<file path="config.mk">
export PLATFORM = sky130hd
export DESIGN_NAME = trees_ctrl
export DESIGN_NICKNAME = d
export VERILOG_FILES = /design/src/rtl/trees_ctrl.sv
export SDC_FILE = /design/constraint.sdc
export NUM_CORES = 1
export LEC_CHECK = 0
export CAP_MARGIN = 15
export CORE_ASPECT_RATIO = 1.75
export CORE_UTILIZATION = 44
export CTS_CLUSTER_DIAMETER = 120
export DETAILED_ROUTE_END_ITERATION = 6
export GPL_ROUTABILITY_DRIVEN = 0
export PLACE_DENSITY = 0.78
export SLEW_MARGIN = 20
export SYNTH_ARGS = -nofsm -noshare
export SYNTH_HDL_FRONTEND = slang
export SYNTH_SLANG_ARGS = --single-unit
</file>
<file path="constraint.sdc">
create_clock -name clk -period 2.9 [get_ports clk]
set_clock_uncertainty 0.05 [all_clocks]
set_input_delay 0.87 -clock clk [delete_from_list [all_inputs] [get_ports clk]]
set_output_delay 0.87 -clock clk [all_outputs]
set_load 0.02 [all_outputs]
</file>
<file path="src/rtl/trees_ctrl.sv">
// trees_ctrl: sequencer for the tree-ensemble inference engine.
//
// A job is requested on the cfg handshake. The model (N_TREES x N_NODE_AND_LEAFS
// node words) is written into the engine first if the job asks for it. Then, for
// every sample, N_FEATURE/2 feature-pair words are written, start is pulsed, the
// engine's done pulse is awaited, and the prediction is returned on the output
// stream. A one-cycle job_done pulse closes the job.
//
// Handshakes: a transfer happens on a rising edge where valid && ready are both
// high; valid is held and its data kept stable until that edge.
//
// Ports:
//   clk, rst_n                    clock, asynchronous active-low reset
//   cfg_valid/cfg_ready           job request handshake; cfg_ready high only in idle
//   cfg_load_model, cfg_n_samples job fields, latched on the cfg handshake
//   job_done                      one-cycle pulse at the end of a job
//   in_valid/in_ready/in_data     64-bit input stream (node words or feature pairs)
//   out_valid/out_ready/out_data  32-bit prediction stream
//   load_trees,n_tree,n_node,tree_nodes    engine node write port (registered)
//   load_features,n_feature,features2      engine feature write port (registered)
//   start, prediction, done       engine control/result
//   fsm_state                     debug view of the sequencer state
module trees_ctrl #(
  parameter int N_TREES          = 16,
  parameter int N_NODE_AND_LEAFS = 256,
  parameter int N_FEATURE        = 32
) (
  input  logic                                clk,
  input  logic                                rst_n,
  input  logic                                cfg_valid,
  output logic                                cfg_ready,
  input  logic                                cfg_load_model,
  input  logic [31:0]                         cfg_n_samples,
  output logic                                job_done,
  input  logic                                in_valid,
  input  logic [63:0]                         in_data,
  output logic                                in_ready,
  output logic                                out_valid,
  output logic [31:0]                         out_data,
  input  logic                                out_ready,
  output logic                                load_trees,
  output logic [$clog2(N_TREES)-1:0]          n_tree,
  output logic [$clog2(N_NODE_AND_LEAFS)-1:0] n_node,
  output logic [63:0]                         tree_nodes,
  output logic                                load_features,
  output logic [31:0]                         n_feature,
  output logic [63:0]                         features2,
  output logic                                start,
  input  logic [31:0]                         prediction,
  input  logic                                done,
  output logic [2:0]                          fsm_state
);

  localparam int TW          = $clog2(N_TREES);
  localparam int NW          = $clog2(N_NODE_AND_LEAFS);
  localparam int MODEL_WORDS = N_TREES * N_NODE_AND_LEAFS;
  localparam int FEAT_WORDS  = N_FEATURE / 2;

  typedef enum logic [2:0] {
    S_IDLE     = 3'd0,
    S_LD_MODEL = 3'd1,
    S_LD_FEAT  = 3'd2,
    S_START    = 3'd3,
    S_WAIT     = 3'd4,
    S_OUT      = 3'd5,
    S_DONE     = 3'd6
  } state_t;

  state_t      state;
  logic [31:0] remaining;
  logic [31:0] in_cnt;
  logic        in_fire;

  assign in_fire   = in_valid && in_ready;
  assign fsm_state = state;

  always_ff @(posedge clk or negedge rst_n) begin
    if (!rst_n) begin
      state         <= S_IDLE;
      cfg_ready     <= 1'b1;
      job_done      <= 1'b0;
      in_ready      <= 1'b0;
      out_valid     <= 1'b0;
      out_data      <= '0;
      load_trees    <= 1'b0;
      n_tree        <= '0;
      n_node        <= '0;
      tree_nodes    <= '0;
      load_features <= 1'b0;
      n_feature     <= '0;
      features2     <= '0;
      start         <= 1'b0;
      remaining     <= '0;
      in_cnt        <= '0;
    end else begin
      load_trees    <= 1'b0;
      load_features <= 1'b0;
      start         <= 1'b0;
      job_done      <= 1'b0;

      // Index outputs describe the word being strobed this cycle; they move on
      // once that strobe has been written, so after the last node word both
      // indices read 0 again.
      if (load_trees) begin
        if (n_node == NW'(N_NODE_AND_LEAFS - 1)) begin
          n_node <= '0;
          n_tree <= (n_tree == TW'(N_TREES - 1)) ? '0 : n_tree + TW'(1);
        end else begin
          n_node <= n_node + NW'(1);
        end
      end
      if (load_features) n_feature <= n_feature + 32'd2;

      case (state)
        S_IDLE: begin
          // cfg_ready comes back the cycle after the job_done pulse.
          if (job_done) begin
            cfg_ready <= 1'b1;
          end else if (cfg_valid && cfg_ready) begin
            cfg_ready <= 1'b0;
            remaining <= cfg_n_samples;
            in_cnt    <= '0;
            if (cfg_load_model) begin
              state    <= S_LD_MODEL;
              in_ready <= 1'b1;
            end else if (cfg_n_samples != 32'd0) begin
              state    <= S_LD_FEAT;
              in_ready <= 1'b1;
            end else begin
              state <= S_DONE;
            end
          end
        end
        S_LD_MODEL: begin
          if (in_fire) begin
            load_trees <= 1'b1;
            tree_nodes <= in_data;
            if (in_cnt == 32'(MODEL_WORDS - 1)) begin
              in_cnt <= '0;
              if (remaining != 32'd0) begin
                state <= S_LD_FEAT;
              end else begin
                state    <= S_DONE;
                in_ready <= 1'b0;
              end
            end else begin
              in_cnt <= in_cnt + 32'd1;
            end
          end
        end
        S_LD_FEAT: begin
          if (in_fire) begin
            load_features <= 1'b1;
            features2     <= in_data;
            if (in_cnt == 32'(FEAT_WORDS - 1)) begin
              in_cnt   <= '0;
              in_ready <= 1'b0;
              state    <= S_START;
            end else begin
              in_cnt <= in_cnt + 32'd1;
            end
          end
        end
        S_START: begin
          // The last feature strobe is on the port during this cycle, so start
          // lands one cycle after it.
          start <= 1'b1;
          state <= S_WAIT;
        end
        S_WAIT: begin
          n_feature <= '0;
          // A done coinciding with our own start pulse cannot belong to it.
          if (done && !start) begin
            out_data  <= prediction;
            out_valid <= 1'b1;
            state     <= S_OUT;
          end
        end
        S_OUT: begin
          if (out_ready) begin
            out_valid <= 1'b0;
            remaining <= remaining - 32'd1;
            if (remaining > 32'd1) begin
              state    <= S_LD_FEAT;
              in_ready <= 1'b1;
            end else begin
              state <= S_DONE;
            end
          end
        end
        S_DONE: begin
          job_done <= 1'b1;
          state    <= S_IDLE;
        end
        default: state <= S_IDLE;
      endcase
    end
  end

endmodule

</file>
==> metrics, run 1 <==
max_cap viols=0; crit path kind=reg2out; placed cells=~1800; nets=1576; Worst path slowest cell=clkdlybuf4s50_1; CTS tree=built; actual slew at the worst max-slew pin=roughly 0.74 ns; reg-to-reg critical path startpoint=fsm_state[0]; Bufs on Longest Clock Path=3; worst rel slew slack=approximately half; CP cell instances=clkdlybuf4s50_1; drt drc=0; R2R depth=6; met3 usage=under 10%; Max Freq=between 300 and 400 MHz; Syn Area/Cell=11.6 um^2; Int Pwr=between 10 and 15 mW; Worst path top cell family by delay=buffers and inverters; Num CTS Buffers=26; Fin. Hold Viols=0; non-filler cells, final=~1800; clock slew at reported path FFs=0.06 ns; highest-count cells in the layout ignoring fill and taps=clkdlybuf4s50_1, dfrtp_1, mux2_2; Comb pwr share=between 40% and 50%; clk_lat worst skew=~0.54 ns; CP startpoint kind=flip-flop; Clock power frac=approximately a fifth; first-pass GRT wire length=around 52 mm; Final TNS setup=0 ns; initial antenna violation count=5; GRT Total Usage=between 20 and 25%; vias in the first global route=between 10000 and 15000; flop2flop setup slack=~0.35 ns; number of fill cells=2151; total congestion overflow=0; Max rail drop VDD=just over 0.8 mV; Routed WL=between 30 and 40 mm; clock root buffer=clkbuf_16; post-synthesis sequential area ratio=55.6%; via count=9916; status=finished, final reports clean; Hold WS=roughly 0.22 ns; DP HPWL=between 20 and 25 mm; Storage cell area=6930 um^2; # port buffers=~350; setup ws final=0.130 ns; Power Dens Cells=roughly 970 nW/um^2; I/O pins=roughly 350; Final setup viols=0; Buf+Inv Stages, Crit Path=1; Arr. time, crit path=1.85 ns; largest net degree at the start of global routing=66; placed instance area=16500 um^2; met2 GRT Util=41.3%; Multi-input gate area=approximately 5300 um^2; synthesized area=12500 um^2; Clock H-tree levels=1; Seq cells post-synth=277; Global Route met1 Usage=between 20% and 30%; async set-reset flop share out of synthesis=100%; die height=225 um; Post-Synthesis Cells=approximately 1100; Avg Vias per Cell=about 5.4; Final Cell Area=approximately 17000 um^2; Post-synth EDFFs=0; final core utilization=around 63%; dpl ws=-0.259 ns; DRT Pass-1 Iters=5; core area=27900 um^2; DR iter-0 viols=around 430; min-delay worst type=in2async; Initial Util=44.8%; warning count from the yosys run=0; Switching Share=about 35%; post-synthesis cell type count=68; die area=29100 um^2; Psw=roughly 5.8 mW; critical path fanouts, max=12; Period Utilization, post-route=95.5%; Mapped Nets=1218; RSZ-0062 raised after global routing=no; Synth Flop Type=dfrtp_1; Leakage=approximately 7.2 nW; row count=81; commonest non-fill, non-tap cell in the layout=clkdlybuf4s50_1; crit-path max cell delay=0.70 ns; share of layout cells above drive strength 1=18.6%; CTS Sinks=~280; Pwr Total=16.8 mW; Crit. path cell count=1; endpoint class of the critical path=output pin; max-slew violations=0; mean routed wirelength per cell=roughly 18 um; Die Width=129 um; synth-to-layout area growth=39.8%; most used routing layer=met2; register share of total power=a little under two fifths; antenna viol nets, final=0; Worst R2R End=in_cnt[0]; required time of the critical path=just under 2 ns; Tmin final=2.77 ns
[power groups by stage]
stage	logic (mW)	registers, mW	clock network (mW)
after global placement	6.93	6.19	0
after floorplan	2.27	7.57	0
after CTS	7.08	6.23	3.68
after global routing	7.44	6.41	3.82
after detailed placement	7.04	6.27	0
final	7.01	6.22	3.60
[how the worst max path moves through the flow]
| stage | startpoint | end | slack, ns |
|---|---|---|---|
| after floorplan | fsm_state[1] | tree_nodes[14] | 0.60 |
| after CTS | fsm_state[2] | fsm_state[2] | 0.03 |
| after detailed placement | cfg_valid | in_cnt[0] | -0.26 |
| after global placement | cfg_valid | in_cnt[0] | -0.14 |
| final | fsm_state[1] | fsm_state[1] | 0.13 |
| after global routing | fsm_state[1] | fsm_state[1] | 0.1 |
[cells in the mapped netlist (4+ instances only)]
master	number	area [um^2]
dfrtp_1	276	6910
mux2_2	164	1850
nor2_1	107	402
nand2_1	61	229
o21ai_0	49	245
a21oi_1	41	205
nor3_1	38	190
xnor2_1	38	333
nand3_1	33	165
nor4_1	26	163
nand4_1	21	131
clkbuf_1	20	75.1
buf_2	18	90.1
inv_1	17	63.8
xor2_1	13	114
a22o_1	9	78.8
and3_1	9	56.3
or3_1	9	56.3
o22ai_1	8	50.1
buf_1	7	26.3
a31oi_1	6	37.5
ha_1	6	75.1
nor2b_1	6	37.5
or2_2	6	37.5
a22oi_1	5	37.5
o31ai_1	5	37.5
a21o_1	4	30.0
a2bb2oi_1	4	35.0
nor3b_1	4	30.0
o21a_1	4	30.0
[timing repair]
item                       CTS  global route
setup buffers                0             0
hold buffers                 0             0
resized for setup            0             1
setup endpoints to repair    0             1
[kinds of logic after synthesis]
group / synth area share, %
AOI/OAI and AO/OA: 7.63
xor gates and xnor gates: 3.58
adders and majority gates: 0.602
buffers and inverters: 2.40
DFF: 55.6
muxes: 14.9
other: 0.0301
and+or+nand+nor: 15.3
[layout make-up]
cell class | instances | share of cell area (%)
flip-flops and latches | 277 | 39.8
multi-input cells | 734 | 30.2
repair buffers | 379 | 21.8
clock buffers | 42 | 4.77
well taps | 373 | 2.68
clock inverters | 6 | 0.459
inverters | 17 | 0.366
diodes | 3 | 0.0430
[flip-flops by register name, indices dropped and copies added (netlist names), 3 cells and up]
name / cells
n_feature: 31
n_node: 8
out_data: 32
remaining: 32
tree_nodes: 64
in_cnt: 32
fsm_state: 3
features2: 64
n_tree: 4
[layer usage]
layer / wire length (um) / share of wire [%]
met1: 11700 / 35
met2: 17400 / 53
met3: 2510 / 7.6
met4: 1240 / 3.8
met5: 35 / 0.11
Power figures use the tool's default switching activity.
==> run 2: changes to the inputs <==
Settings changed: CORE_MARGIN set to 8.
==> run 2 against run 1 <==
Count of clock-buffer cells in the layout is 1 lower. Setup slack better by 0.040 ns. Register-to-register slack hardly changed. Clock power hardly changed. Flip-flop and latch count stayed put. Sequential share of layout area is 0.20 points lower. First-iteration DRC count is 28% lower. Highest routed layer unchanged.
==> metrics, run 2 (synthesis gave the netlist of run 1 again) <==
crit-path max cell delay=between 0.6 and 0.7 ns; min-delay worst type=in2async; Max rail drop VDD=slightly below 0.8 mV; via count=between 9000 and 10000; antenna viol nets, final=0; Highest Signal Layer=met5; max-slew violations=0; Max Freq=approximately 370 MHz; Power Dens Cells=just under 1000 nW/um^2; biggest regs=features2 (64), tree_nodes (64); critical path fanouts, max=14; Final setup viols=0; Period Utilization, post-route=between 90 and 100%; initial antenna violation count=1; GRT Total Usage=a little over a fifth; DR iter-0 viols=approximately 310; row count=81; number of fill cells=between 2000 and 2500; Clock H-tree levels=1; drt drc=0; Inserted Diodes=0; # port buffers=around 350; status=finished, final reports clean; Die Width=around 140 um; M1 WL=12.5 mm; Hold WS=between 0.15 and 0.2 ns; Fin. Hold Viols=0; CTS Sinks=between 200 and 300; Leakage=7.31 nW; Bufs on Longest Clock Path=3; first-pass GRT wire length=~57 mm; Tmin final=between 2 and 3 ns; CP cell instances=buf_4, clkdlybuf4s50_1; CTS tree=built; DP HPWL=26.9 mm; required time of the critical path=1.98 ns; Routed WL=36.1 mm; clk_lat worst skew=0.55 ns; crit path kind=reg2out; clock root buffer=clkbuf_16; worst rel slew slack=49.1%; CP startpoint kind=flip-flop; max_cap viols=0; Arr. time, crit path=approximately 1.8 ns; total congestion overflow=0; actual slew at the worst max-slew pin=around 0.76 ns; nets=roughly 1600; Num CTS Buffers=27; die height=between 200 and 250 um; endpoint class of the critical path=output pin; vias in the first global route=between 10000 and 15000; highest-count cells in the layout ignoring fill and taps=clkdlybuf4s50_1, dfrtp_1, mux2_2; Avg Vias per Cell=roughly 5.4; Worst path top cell family by delay=buffers and inverters; Final Cell Area=around 18000 um^2; I/O pins=between 300 and 400; share of layout cells above drive strength 1=a little under a fifth; clock slew at reported path FFs=about 0.060 ns; met2 WL=~19 mm; die area=~34000 um^2; Worst path slowest cell=clkdlybuf4s50_1; placed instance area=16600 um^2; Initial Util=between 40% and 50%; core area=between 20000 and 30000 um^2; largest net degree at the start of global routing=63; mean routed wirelength per cell=slightly below 20 um; Buf+Inv Stages, Crit Path=2; DRT Pass-1 Iters=7; commonest non-fill, non-tap cell in the layout=clkdlybuf4s50_1; RSZ-0062 raised after global routing=no; synth-to-layout area growth=40.5%; WL met3=about 3.0 mm
-- run 2: power breakdown --
| group | switching (mW) | internal (mW) |
|---|---|---|
| Sequential | 0.926 | 5.26 |
| Clock | 1.52 | 2.11 |
| Combinational | 3.56 | 3.67 |
| Total | 6.00 | 11.0 |
-- run 2: timing repair --
item / 4_1_cts / 5_1_grt
gates resized for setup: 0 / 1
setup buffers: 0 / 0
setup endpoints to repair: 0 / 1
hold buffers: 0 / 0
-- run 2: worst paths after layout --
path                         startpoint        endpoint  slack [ns]  cells after the start
max                        fsm_state[0]    fsm_state[0]        0.17                      2
min                               rst_n      in_cnt[11]        0.18                      1
max reg2reg                   in_cnt[0]      in_cnt[20]        0.34                      7
min reg2reg                 out_data[8]     out_data[8]        0.45                      1
max in group asynchronous         rst_n  tree_nodes[62]        1.90                      2
min in group clk            out_data[8]     out_data[8]        0.45                      1
-- run 2: through the flow --
step	worst slack (ns)	total power, mW	utilization [%]	setup TNS, ns	cells
after global routing	0.107	17.9	62.7	0	1836
after detailed placement	-0.140	13.5	59.4	-2.67	1786
after global placement	-0.0627	13.3	59.4	-0.483	1786
final	0.170	17.0	62.7	0	1836
after CTS	0.0382	17.2	62.7	0	1836
after floorplan	0.601	9.84	-	0	1077
-- run 2: worst reg2reg max path: cells and delay by family, from the launching register on --
family          cells  cell delay (ns)
compound gates      1             0.30
fa+ha+maj           1             0.23
flops               1             0.38
simple gates        5             1.45
-- run 2: cell type report --
type / instances / area (um^2) / area share [%]
clock buffer: 41 / 808 / 4.61
clock inverter: 9 / 114 / 0.650
inverter: 17 / 63.8 / 0.364
multi-input combinational: 734 / 5260 / 30.0
sequential: 277 / 6930 / 39.6
tap: 373 / 467 / 2.66
timing repair buffer: 385 / 3880 / 22.1
-- run 2: metal layers --
metal	vias to the layer above	GRT usage, %
met4	2	10.2
met5	-	0
met3	91	6.18
met2	372	37.3
met1	4940	21.7
li1	4585	-
==> run 3: changes to the inputs <==
Settings changed: SKIP_LAST_GASP set to 1.
==> results of run 3 <==
Same layout as run 2: the final DEF is identical, and so are final timing and power.
